==> config.mk <==
export PLATFORM = sky130hd
export DESIGN_NAME = present_key_schedule
export DESIGN_NICKNAME = d
export VERILOG_FILES = /design/src/rtl/present_key_schedule.sv
export SDC_FILE = /design/constraint.sdc
export NUM_CORES = 1
export LEC_CHECK = 0
export CAP_MARGIN = 20
export CORE_MARGIN = 10
export CORE_UTILIZATION = 52
export CTS_CLUSTER_SIZE = 40
export DETAILED_ROUTE_END_ITERATION = 8
export GPL_ROUTABILITY_DRIVEN = 0
export PLACE_DENSITY_LB_ADDON = 0.3
export RECOVER_POWER = 25
export SLEW_MARGIN = 30
export SYNTH_ARGS = -nofsm -noshare
export SYNTH_HDL_FRONTEND = slang
export SYNTH_SLANG_ARGS = --single-unit
==> constraint.sdc <==
create_clock -name clk -period 4.31 [get_ports clk]
set_input_delay 0.431 -clock clk [delete_from_list [all_inputs] [get_ports clk]]
set_output_delay 0.431 -clock clk [all_outputs]
set_load 0.1 [all_outputs]
==> src/rtl/present_key_schedule.sv <==
// present_key_schedule: iterative PRESENT key schedule. It loads a master key
//   and then streams round keys K1..K32, one per accepted rk_valid/rk_ready handshake.
// Latency: K1 is valid 1 cycle after key_load is sampled in IDLE. Each accept
//   presents the next key 1 cycle later.
// Backpressure: while rk_valid && !rk_ready, rk_out, rk_idx and rk_last hold. No key is dropped.
// Build option: define PRESENT_KEY128_EN to select PRESENT-128 (KW=128).
//   Otherwise the build is PRESENT-80 (KW=80).
// Ports:
//   clk, rst_n   clock; asynchronous active-low reset
//   key_load     load strobe, sampled only in IDLE
//   key_in       master key [0:KW-1], key_in[0] = k[KW-1]
//   busy         high while streaming (RUN)
//   rk_valid     rk_out carries a round key
//   rk_ready     consumer accepts rk_out
//   rk_out       round key [0:63] = k[KW-1..KW-64]
//   rk_idx       index 1..32 of rk_out, 0 in IDLE
//   rk_last      high with K32
module present_key_schedule (
  input  logic        clk,
  input  logic        rst_n,
  input  logic        key_load,
`ifdef PRESENT_KEY128_EN
  input  logic [0:127] key_in,
`else
  input  logic [0:79]  key_in,
`endif
  output logic        busy,
  output logic        rk_valid,
  input  logic        rk_ready,
  output logic [0:63] rk_out,
  output logic [5:0]  rk_idx,
  output logic        rk_last
);

`ifdef PRESENT_KEY128_EN
  localparam int KW = 128;
`else
  localparam int KW = 80;
`endif

  typedef enum logic {IDLE = 1'b0, RUN = 1'b1} state_e;

  state_e          state_q, state_d;
  logic [KW-1:0]   key_q, key_d;
  logic [5:0]      idx_q, idx_d;
  logic [KW-1:0]   key_rot;
  logic [KW-1:0]   key_upd;
  logic [4:0]      rnd_c;

  function automatic logic [3:0] sbox(input logic [3:0] x);
    logic [3:0] y;
    case (x)
      4'h0: y = 4'hC;  4'h1: y = 4'h5;  4'h2: y = 4'h6;  4'h3: y = 4'hB;
      4'h4: y = 4'h9;  4'h5: y = 4'h0;  4'h6: y = 4'hA;  4'h7: y = 4'hD;
      4'h8: y = 4'h3;  4'h9: y = 4'hE;  4'hA: y = 4'hF;  4'hB: y = 4'h8;
      4'hC: y = 4'h4;  4'hD: y = 4'h7;  4'hE: y = 4'h1;  default: y = 4'h2;
    endcase
    return y;
  endfunction

  // The round counter for the update is the index of the key just consumed (1..31).
  assign rnd_c   = idx_q[4:0];
  // Rotate left by 61: the low KW-61 bits move to the top.
  assign key_rot = {key_q[KW-62:0], key_q[KW-1:KW-61]};

  always_comb begin
    key_upd = key_rot;
    key_upd[KW-1 -: 4] = sbox(key_rot[KW-1 -: 4]);
`ifdef PRESENT_KEY128_EN
    key_upd[KW-5 -: 4] = sbox(key_rot[KW-5 -: 4]);
    key_upd[66:62]     = key_rot[66:62] ^ rnd_c;
`else
    key_upd[19:15]     = key_rot[19:15] ^ rnd_c;
`endif
  end

  always_comb begin
    state_d = state_q;
    key_d   = key_q;
    idx_d   = idx_q;
    case (state_q)
      IDLE: begin
        if (key_load) begin
          key_d   = key_in;
          idx_d   = 6'd1;
          state_d = RUN;
        end
      end
      RUN: begin
        if (rk_ready) begin
          if (idx_q == 6'd32) begin
            // The final key has been consumed. The register keeps its last contents.
            idx_d   = 6'd0;
            state_d = IDLE;
          end else begin
            key_d = key_upd;
            idx_d = idx_q + 6'd1;
          end
        end
      end
      default: state_d = IDLE;
    endcase
  end

  always_ff @(posedge clk or negedge rst_n) begin
    if (!rst_n) begin
      state_q <= IDLE;
      key_q   <= '0;
      idx_q   <= 6'd0;
    end else begin
      state_q <= state_d;
      key_q   <= key_d;
      idx_q   <= idx_d;
    end
  end

  assign busy     = (state_q == RUN);
  assign rk_valid = busy;
  assign rk_out   = key_q[KW-1 -: 64];
  assign rk_idx   = idx_q;
  assign rk_last  = busy && (idx_q == 6'd32);

endmodule

==> metrics <==
DR DRC count 0; post_cts resized 0; Starting Density between 50% and 60%; leading cell types in the layout, fill and taps excluded clkdlybuf4s50_1 (152), nand2_1 (143), dfrtp_1 (86), nor2b_1 (73), a211oi_1 (72); reg2reg end key_q[72]$_DFFE_PN0P_; Ys Warns 0; internal cell power 1.90 mW; Vias 4963; PD cells 587 mW/mm^2; cells along the critical path inv_1 > ha_1 > and4bb_4 > nand2_1 > nor2_1 > clkdlybuf4s50_1; Final #Nets between 800 and 900; VDD IR-drop max between 0.4 and 0.5 mV; R2R depth 7; DP HPWL between 10 and 15 mm; site row count 37; Die ar. roughly 0.015 mm^2; Max Cap Viol 1; final setup fails 0; clk slew on worst S/H paths ~0.08 ns; Worst Hold Class reg2reg; Fin. Hold Viols 0; pin count of the biggest net entering global routing between 100 and 150; Max Slew Vio Count 46; Total Wirelength approximately 17 mm; WP depth 6; initial DRC count about 480; Hold Path Cell Cnt 1; Layout area overhead 23.0%; clock skew about 0.0096 ns; Die W 123 um; Detail Route Antenna Nets 0; Max H-tree Level 3; Ant. Diodes 0; Final TNS setup 0 ns; Switching Share 52.5%; r2r setup slk around 2 ns; Post-Place Cells 836; initial antenna violation count 0; hold_sp key_q[6]$_DFFE_PN0P_; Unique masters post-synth 31; f_max approximately 310 MHz; max incr delay on CP 1.15 ns; clock share of power 15.2%; Clock Sinks 87; share of cells above drive strength 1 4.20%; grt ovf 0; CP Class reg2out; port buffer count approximately 160; slowest CP cell clkdlybuf4s50_1; RSZ-0062 raised after global routing no; Rel. slew slack -65.0%; Cells after Synth around 660; mapped cell area roughly 0.0055 mm^2; worst slack at placement about 1.5 ns; Worst Setup Start Kind flop; Final WS setup about 1.1 ns; CTS Buf Count 9; first-pass GRT wire length 25.8 mm; wire per inst 19.5 um; Via density between 5 and 6; Util after Layout approximately 66%; total power approximately 4 mW; syn nets 746; DIE HEIGHT around 120 um; CP required 3.88 ns; cell taking the most area after synthesis dfrtp_1; Final Instance Area roughly 0.0068 mm^2; critical path's top delay family buffers and inverters; CP max FO 5; clk buf depth 2; Flop pwr share between 30% and 40%; static power due to leakage roughly 2.8 nW; Synth top area share roughly two fifths; iteration count of the initial detailed-routing pass 5; total track usage a little over a fifth; hold-fix buffers at CTS 0; fillers roughly 860; average size of a mapped cell approximately 8.4 um^2; critical path endpoint category primary output; failing checks capacitance limit, slew limit; Hold EP key_q[6]$_DFFE_PN0P_; Worst Hold Slack around 0.53 ns; top post-synthesis cells by area dfrtp_1 (39%), a211oi_1 (9.8%), nand2_1 (9.7%), buf_4 (9.2%), nor2b_1 (8.3%); CP bufs+invs 2; clk root buf clkbuf_8; I/O Pins around 160; Net Switching roughly 2.1 mW; vias in the first global route ~4800; CTS tree yes; Clock Latency Late Sink 0.35 ns; Non-Filler Instances 851; Final period util 74.2%; post-synthesis sequential area ratio between 30 and 40%; most common cell after layout, fill and taps aside clkdlybuf4s50_1; Critical Path AT 2.77 ns; Core Area 0.0103 mm^2; post-synthesis register bit count between 80 and 90; Gate power share around 53%; Placed Instance Area roughly 0.0066 mm^2; total setup buffers inserted after CTS 0; reg-to-reg startpoint rk_idx[0]$_DFFE_PN0P_; min cycle time layout around 3.2 ns; status complete, but fails checks; Slew @ Worst Pin approximately 2.5 ns
cell type report:
type                    count  area [um^2]  area share [%]
well taps                 136          170            2.50
multi-input cells         443         2600            38.2
repair buffers            164         1620            23.9
flip-flops and latches     87         2180            32.1
clock buffers              10          128            1.88
clock inverters             4         72.6            1.07
inverters                   7         26.3           0.386
synthesized netlist by cell type:
master     count
ha_1           7
nor2b_1       73
a21boi_4       1
a22oi_1        4
nand2b_1       1
buf_4         68
and4bb_4       1
xor2_1         5
clkbuf_1      33
nor2_1        12
buf_2         15
buf_6          2
o22ai_1        5
mux4_2         2
o31ai_1        3
a21bo_2        1
a211oi_1      72
mux2i_1        6
a31oi_1       71
o21ai_0       12
dfrtp_1       87
nand3_1       11
inv_1          7
o22a_1         1
and2_1         1
a32o_1         1
a21oi_1        7
o2111ai_1      1
nand2_1      143
xnor2_1        1
nor4_1         1
power by group through the flow:
| stage | sequential, mW | combinational [mW] | clock, mW |
|---|---|---|---|
| 2_1_floorplan | 1.26 | 1.76 | 0 |
| 3_3_place_gp | 1.26 | 2.10 | 0 |
| 3_5_place_dp | 1.27 | 2.13 | 0 |
| 4_1_cts | 1.26 | 2.14 | 0.613 |
| 5_1_grt | 1.29 | 2.21 | 0.646 |
| 6_report | 1.26 | 2.12 | 0.608 |
state kept, by name, summed over array words and instances (netlist names):
name,cells
rk_idx,6
busy,1
key_q,80
worst reg2reg max path, stage by stage, from the launching register on:
cell and delay (ns):
dfrtp_1 0.44, inv_1 0.13, ha_1 0.17, and4bb_4 0.30
a21bo_4 0.51, buf_4 0.39, nand2_1 0.08, a31oi_1 0.18
worst max-delay path by stage:
stage | startpoint | to | slack (ns)
after global routing | rst_n | key_q[23]$_DFFE_PN0P_ | 0.75
after CTS | rk_idx[0]$_DFFE_PN0P_ | rk_last | 1.11
after global placement | rk_idx[0]$_DFFE_PN0P_ | rk_last | 1.61
after floorplan | busy$_DFF_PN0_ | rk_last | 0.92
after detailed placement | rk_idx[0]$_DFFE_PN0P_ | rk_last | 1.50
final | rk_idx[0]$_DFFE_PN0P_ | rk_last | 1.11
cells by family after synthesis:
kind of cell / synth area share [%]
simple gates: 20.4
fa+ha+maj: 1.58
mux: 1.90
compound gates: 22.1
flops: 39.4
xor+xnor: 0.950
buf+inv: 13.7
per-layer routing:
| layer | vias up | routed length (um) | GRT usage, % |
|---|---|---|---|
| met2 | 190 | 8230 | 36.2 |
| met4 | 0 | 185 | 4.66 |
| li1 | 2337 | - | - |
| met5 | - | 0 | 0 |
| met3 | 14 | 1480 | 5.88 |
| met1 | 2422 | 6690 | 26.0 |
No activity file was read; power rests on OpenSTA's default activity.
